[src/rtl/mesh_pkg.sv]
// mesh_pkg: FSM state type and neighbor-record geometry shared by the mesh blocks
package mesh_pkg;
   typedef enum logic [3:0] {
      IDLE, RD_VCOUNT, RD_FCOUNT, CLEAR, RD_FACE, LOOKUP, SCAN, INSERT, NEXT_PAIR, DONE
   } nb_state_t;
   // one count word followed by the neighbor slots
   function automatic int unsigned rec_stride(input int unsigned max_neighbors);
      return max_neighbors + 1;
   endfunction
endpackage

[src/rtl/neighbor_builder_pair_sequencer.sv]
// pair_sequencer: steps through the six ordered (cur, test) pairs of a triangle
// ports: clk/rst (async high); advance moves to the next pair and wraps after the sixth;
//        a/b/c face indices; cur/test current pair; valid when cur != test; last on the sixth pair
module pair_sequencer #(
   parameter int W = 32
) (
   input  logic         clk,
   input  logic         rst,
   input  logic         advance,
   input  logic [W-1:0] a,
   input  logic [W-1:0] b,
   input  logic [W-1:0] c,
   output logic [W-1:0] cur,
   output logic [W-1:0] test,
   output logic         valid,
   output logic         last
);
   logic [2:0] sel;
   // wrapping after the sixth pair leaves the sequencer ready for the next face
   always_ff @(posedge clk or posedge rst)
      if (rst) sel <= 3'd0;
      else if (advance) sel <= sel == 3'd5 ? 3'd0 : sel + 3'd1;
   // order: (a,b) (a,c) (b,a) (b,c) (c,a) (c,b)
   always_comb begin
      cur   = sel < 3'd2 ? a : sel < 3'd4 ? b : c;
      test  = sel == 3'd0 || sel == 3'd5 ? b : sel == 3'd1 || sel == 3'd3 ? c : a;
      valid = cur != test;
      last  = sel == 3'd5;
   end
endmodule

[src/rtl/neighbor_builder.sv]
// neighbor_builder: builds per-vertex neighbor lists in RAM2 from an OBJ image in RAM1
// ports: clk, rst (async, active high), start pulse; busy, done pulse, sticky overflow/bad_index;
//        RAM1_* read-only OBJ source (V, coords, F, face indices);
//        RAM2_* neighbor table, one record of count + MAX_NEIGHBOR_COUNT slots per vertex
module neighbor_builder
   import mesh_pkg::*;
#(
   parameter int DATA_W             = 32,
   parameter int ADDR_W             = 9,
   parameter int MAX_NEIGHBOR_COUNT = 10
) (
   input  logic              clk,
   input  logic              rst,
   input  logic              start,
   output logic              busy,
   output logic              done,
   output logic              overflow,
   output logic              bad_index,
   output logic              RAM1_EN,
   output logic [3:0]        RAM1_WE,
   output logic [ADDR_W-1:0] RAM1_A,
   output logic [DATA_W-1:0] RAM1_Di,
   input  logic [DATA_W-1:0] RAM1_Do,
   output logic              RAM2_EN,
   output logic [3:0]        RAM2_WE,
   output logic [ADDR_W-1:0] RAM2_A,
   output logic [DATA_W-1:0] RAM2_Di,
   input  logic [DATA_W-1:0] RAM2_Do
);
   localparam int AW = ADDR_W + 4;
   localparam logic [AW-1:0] STRIDE = AW'(rec_stride(MAX_NEIGHBOR_COUNT));
   localparam logic [AW-1:0] K1 = AW'(1);
   localparam logic [AW-1:0] K2 = AW'(2);
   localparam logic [AW-1:0] K3 = AW'(3);
   localparam logic [DATA_W-1:0] ONE   = DATA_W'(1);
   localparam logic [DATA_W-1:0] TWO   = DATA_W'(2);
   localparam logic [DATA_W-1:0] THREE = DATA_W'(3);
   localparam logic [DATA_W-1:0] MAXC  = DATA_W'(MAX_NEIGHBOR_COUNT);

   nb_state_t state, nxt;
   logic [DATA_W-1:0] v_r, f_r, idx, face, sub, cnt_r, a_r, b_r, c_r;
   logic [DATA_W-1:0] cur, test, cnt_now;
   logic pvalid, plast, adv, hit, nomatch, full, face_ok, last_face, clear_end;
   logic [AW-1:0] rec, a1, a2;

   function automatic logic in_range(input logic [DATA_W-1:0] x, input logic [DATA_W-1:0] n);
      return x != '0 && x <= n;
   endfunction

   pair_sequencer #(.W(DATA_W)) u_pairs (
      .clk(clk), .rst(rst), .advance(adv),
      .a(a_r), .b(b_r), .c(c_r),
      .cur(cur), .test(test), .valid(pvalid), .last(plast)
   );

   // sub counts the read phase in RD_FACE, the slot in SCAN (0 = count word) and the write in INSERT
   always_comb begin
      cnt_now   = sub == '0 ? RAM2_Do : cnt_r;
      hit       = sub != '0 && RAM2_Do == test;
      nomatch   = sub == '0 ? RAM2_Do == '0 : sub == cnt_r;
      full      = cnt_now >= MAXC;
      face_ok   = in_range(a_r, v_r) && in_range(b_r, v_r) && in_range(RAM1_Do, v_r);
      last_face = face + ONE == f_r;
      clear_end = v_r == '0 || idx + ONE >= v_r;
      rec       = AW'(cur - ONE) * STRIDE;
      nxt       = state;
      adv       = 1'b0;
      a1        = '0;
      a2        = '0;
      RAM1_EN   = 1'b1;
      RAM1_WE   = 4'h0;
      RAM1_Di   = '0;
      RAM2_EN   = 1'b1;
      RAM2_WE   = 4'h0;
      RAM2_Di   = '0;
      case (state)
         IDLE:      nxt = start ? RD_VCOUNT : IDLE;
         // V is on the bus now, so F's address is formed from it directly
         RD_VCOUNT: begin
            a1  = AW'(RAM1_Do) * K3 + K1;
            nxt = RD_FCOUNT;
         end
         RD_FCOUNT: nxt = CLEAR;
         CLEAR: begin
            a2      = AW'(idx) * STRIDE;
            RAM2_WE = {4{v_r != '0}};
            nxt     = !clear_end ? CLEAR : v_r == '0 || f_r == '0 ? DONE : RD_FACE;
         end
         // three reads issued at sub 0..2, their data lands at sub 1..3
         RD_FACE: begin
            a1  = AW'(v_r) * K3 + K2 + AW'(face) * K3 + AW'(sub);
            nxt = sub != THREE ? RD_FACE : face_ok ? LOOKUP : last_face ? DONE : RD_FACE;
         end
         LOOKUP: begin
            a2  = rec;
            nxt = pvalid ? SCAN : NEXT_PAIR;
         end
         SCAN: begin
            a2  = rec + AW'(sub) + K1;
            nxt = hit ? NEXT_PAIR : !nomatch ? SCAN : full ? NEXT_PAIR : INSERT;
         end
         INSERT: begin
            a2      = sub == '0 ? rec + AW'(cnt_r) + K1 : rec;
            RAM2_WE = 4'hf;
            RAM2_Di = sub == '0 ? test : cnt_r + ONE;
            nxt     = sub == '0 ? INSERT : NEXT_PAIR;
         end
         NEXT_PAIR: begin
            adv = 1'b1;
            nxt = !plast ? LOOKUP : last_face ? DONE : RD_FACE;
         end
         DONE:    nxt = IDLE;
         default: nxt = IDLE;
      endcase
      RAM1_A = a1[ADDR_W-1:0];
      RAM2_A = a2[ADDR_W-1:0];
      busy   = state != IDLE && state != DONE;
      done   = state == DONE;
   end

   always_ff @(posedge clk or posedge rst)
      if (rst) begin
         state     <= IDLE;
         v_r       <= '0;
         f_r       <= '0;
         idx       <= '0;
         face      <= '0;
         sub       <= '0;
         cnt_r     <= '0;
         a_r       <= '0;
         b_r       <= '0;
         c_r       <= '0;
         overflow  <= 1'b0;
         bad_index <= 1'b0;
      end else begin
         state <= nxt;
         case (state)
            IDLE: if (start) begin
               overflow  <= 1'b0;
               bad_index <= 1'b0;
            end
            RD_VCOUNT: v_r <= RAM1_Do;
            RD_FCOUNT: begin
               f_r  <= RAM1_Do;
               idx  <= '0;
               face <= '0;
               sub  <= '0;
            end
            CLEAR: idx <= idx + ONE;
            RD_FACE: begin
               sub <= sub == THREE ? '0 : sub + ONE;
               a_r <= sub == ONE ? RAM1_Do : a_r;
               b_r <= sub == TWO ? RAM1_Do : b_r;
               if (sub == THREE) begin
                  c_r <= RAM1_Do;
                  if (!face_ok) begin
                     bad_index <= 1'b1;
                     face      <= face + ONE;
                  end
               end
            end
            LOOKUP: sub <= '0;
            SCAN: begin
               cnt_r <= cnt_now;
               sub   <= hit || nomatch ? '0 : sub + ONE;
               if (!hit && nomatch && full) overflow <= 1'b1;
            end
            INSERT:    sub <= sub == '0 ? ONE : '0;
            NEXT_PAIR: if (plast) face <= face + ONE;
            default: ;
         endcase
      end
endmodule
[config.mk]
export PLATFORM = sky130hd
export DESIGN_NAME = neighbor_builder
export DESIGN_NICKNAME = d
export VERILOG_FILES = /design/src/rtl/mesh_pkg.sv /design/src/rtl/neighbor_builder_pair_sequencer.sv /design/src/rtl/neighbor_builder.sv
export SDC_FILE = /design/constraint.sdc
export NUM_CORES = 1
export LEC_CHECK = 0
export BUFFER_PORTS_ARGS = -buffer_cell sky130_fd_sc_hd__buf_2
export CELL_PAD_IN_SITES_DETAIL_PLACEMENT = 0
export CELL_PAD_IN_SITES_GLOBAL_PLACEMENT = 1
export CORE_UTILIZATION = 44
export CTS_BUF_LIST = sky130_fd_sc_hd__clkbuf_16
export DETAILED_ROUTE_END_ITERATION = 8
export GPL_TIMING_DRIVEN = 0
export HOLD_SLACK_MARGIN = 0.15
export PLACE_DENSITY = 0.88
export SETUP_SLACK_MARGIN = 0.2
export SYNTH_ARGS = -nofsm -noshare
export SYNTH_HDL_FRONTEND = slang
export SYNTH_SLANG_ARGS = --single-unit
export TNS_END_PERCENT = 20
[constraint.sdc]
create_clock -name clk -period 8.5 [get_ports clk]
set_clock_uncertainty 0.1 [all_clocks]
set_input_delay 0.85 -clock clk [delete_from_list [all_inputs] [get_ports clk]]
set_output_delay 0.85 -clock clk [all_outputs]
set_load 0.05 [all_outputs]
==> out/results.txt <==
DR WL/cell -> 27.1 um
Synth Cell Area -> 0.0247 mm^2
post-CTS setup buffer count -> 0
Slew HR -> 8.60%
total vias in the final route -> 23,000
r2r setup slk -> 2.36 ns
Port-buffer cells -> 124
Worst Setup SP -> u_pairs.sel[1]$_DFFE_PP0P_
Reg-to-Reg Start -> u_pairs.sel[1]$_DFFE_PP0P_
vias in the first global route -> 22,300
Ys Warns -> 0
Max VDD drop -> 0.235 mV
Post-Synthesis Cells -> 2,708
status -> finished, final reports clean
top_reg_cell synth -> dfrtp_1
Final min period -> 7.91 ns
antenna violations before repair -> 5
PD cells -> 208 mW/mm^2
Initial DRT Pass Iterations -> 6
drt total wl -> 100,000 um
Most Frequent Cell on Critical Path -> ha_1
CP Max Fanout -> 10
Total Neg Setup Slack -> 0 ns
FF-to-FF path depth -> 20
number of flops mapped to enable cells by yosys -> 0
RR Endpoint -> state[2]$_DFF_PP0_
first-pass GRT wire length -> 146,000 um
Fillers -> 5,271
clk buf depth -> 3
RSZ-0062 raised after global routing -> false
CP max stage cell -> o41ai_1
Synth async-reset ratio -> 100%
Die X -> 239 um
initial cell density of the core -> 44.7%
Clock Sinks -> 297
WS Path Type -> flip-flop to output pin
1st-iter DRT viols -> 2,208
synthesized flop and latch total -> 297
Inserted Diodes -> 0
H-tree Lvls -> 2
Cell variety after synth -> 82
Worst-Skew Late Latency -> 0.59 ns
final core occ -> 50.5%
Post-DRT Antenna Nets -> 0
synthesized area per cell -> 9.12 um^2
RD Place Congestion -> 1.01
CP Data Required Time -> 7.55 ns
Row Count -> 86
drt drc -> 0
largest net degree at the start of global routing -> 44
Leak -> 12.8 nW
critical path arrival -> 6.96 ns
height of the die -> 239 um
Slew Limit Fails -> 0
Peak Freq -> 126 MHz
number of vias per cell -> 6.23
root buf cell -> clkbuf_16
CP Launch Type -> flip-flop
actual slew at the worst max-slew pin -> 1.36 ns
GR Util All Layers -> 34.8%
DPL Wire Length -> 79,400 um
type of the most critical hold path -> input port to async pin
Worst path max stage delay -> 0.64 ns
Num CTS Buffers -> 39
CTS tree -> built
final setup violation count -> 0
Die Footprint -> 0.0571 mm^2
post-synthesis sequential area ratio -> 30.1%
nets@finish -> 3,227
max-cap violations -> 0
Ports -> 163
crit share post-route -> 93.1%
Final Hold Fails -> 0
Tot Pwr -> 5.81 mW
core area -> 0.0553 mm^2
CTS clk-pin slew, worst paths -> 0.06 ns
layout cell share with drive strength beyond 1 -> 15.2%
Synth-to-Final Area Change -> 13.2%
GRT overflow -> 0
critical path endpoint category -> output pin
## metal layers
metal / vias to the layer above / global-route usage [%] / part of all wire [%]
li1: 10200 / - / -
met1: 11500 / 47.9 / 43
met2: 1083 / 53.2 / 44
met3: 243 / 7.73 / 8.9
met4: 2 / 12.5 / 3.9
met5: - / 0 / 0.016
## what timing repair did
item | CTS | global route
hold buffers | 0 | 0
resized for setup | 0 | 4
setup endpoints to repair | 0 | 1
## where the power goes
part	switching (mW)	leakage (nW)	total, mW	internal, mW
combinational	1.43	8.12	2.23	0.804
sequential	0.227	3.96	1.79	1.56
clock	0.695	0.694	1.79	1.10
total	2.35	12.8	5.81	3.46
## area by class of cell
class                   count  area [um^2]  area share (%)
multi-input cells        2154        16100            57.6
flip-flops and latches    297         7430            26.6
clock buffers              40         1000            3.58
well taps                 748          936            3.35
plain buffers             167          858            3.07
repair buffers            133          788            2.82
inverters                 126          477            1.71
clock inverters            30          359            1.28
## how the worst max path moves through the flow
stage | depth (start not counted) | end
floorplan | 25 | RAM2_A[8]
finish | 25 | RAM2_A[8]
detailed placement | 22 | RAM2_A[8]
global placement | 22 | RAM2_A[8]
global route | 25 | RAM2_A[8]
CTS | 22 | RAM2_A[8]
## cell usage in the layout, fill, tap and decap left out, drive strengths merged, types with 94 or more instances in the layout
master	n
nor2	170
dfrtp	297
inv	135
o21ai	196
xor2	95
a21oi	94
xnor2	174
nand2	208
clkbuf	128
ha	209
buf	212
mux2	160
## cells by family after synthesis
logic type / Yosys count / synth area share (%)
flip-flops: 297 / 30.1
buffers and inverters: 293 / 5.39
XOR/XNOR: 273 / 9.93
AO/OA/AOI/OAI: 571 / 14.9
adder cells (fa/ha/maj): 242 / 13.3
multiplexers: 222 / 9.81
other: 2 / 0.0304
AND/OR/NAND/NOR: 808 / 16.6
## state kept, by name, summed over array words and instances (netlist names)
register	cells
b_r	32
bad_index	1
c_r	32
f_r	32
u_pairs.sel	3
a_r	32
cnt_r	32
sub	32
state	4
overflow	1
v_r	32
face	32
idx	32
## stage by stage
step,hold slack (ns),instances,worst slack [ns],cell area (um^2)
after global placement,0.376,3616,1.05,26400
final,0.157,3695,0.587,28000
after global routing,0.193,3695,0.206,28000
after floorplan,0.364,2744,2.17,24800
after CTS,0.153,3695,0.355,27900
after detailed placement,0.380,3625,0.983,26600
## synth_stat cells (all sizes together), types with 6 or more instances
master | count | area [um^2]
a2111oi | 6 | 52.6
a211o | 7 | 61.3
a211oi | 42 | 315
a21o | 39 | 293
a21oi | 94 | 470
a222oi | 7 | 70.1
a22o | 17 | 149
a31oi | 14 | 87.6
and2 | 11 | 68.8
and3 | 36 | 225
and4 | 8 | 70.1
buf | 79 | 528
clkbuf | 88 | 330
dfrtp | 297 | 7430
fa | 33 | 661
ha | 209 | 2620
inv | 125 | 469
mux2 | 160 | 1800
mux2i | 62 | 621
nand2 | 208 | 781
nand2b | 21 | 134
nand3 | 74 | 370
nand4 | 87 | 544
nor2 | 170 | 641
nor2b | 25 | 166
nor3 | 47 | 245
nor4 | 79 | 528
o211ai | 11 | 82.6
o21a | 11 | 82.6
o21ai | 196 | 981
o21bai | 6 | 45.0
o221ai | 16 | 153
o22a | 6 | 52.6
o22ai | 22 | 138
o31ai | 24 | 180
o41ai | 7 | 61.3
or3 | 13 | 81.3
xnor2 | 174 | 1520
xor2 | 95 | 840
## worst max-delay path: cells and delay by family, from the launching register on
| kind | cells | cell delay (ns) |
|---|---|---|
| adder cells (fa/ha/maj) | 5 | 1.73 |
| multiplexers | 2 | 0.74 |
| AO/OA/AOI/OAI | 4 | 1.35 |
| buffers and inverters | 7 | 1.29 |
| AND/OR/NAND/NOR | 4 | 0.41 |
| XOR/XNOR | 3 | 0.51 |
| flip-flops | 1 | 0.33 |
Note: power is estimated with default switching activity, not from simulation.
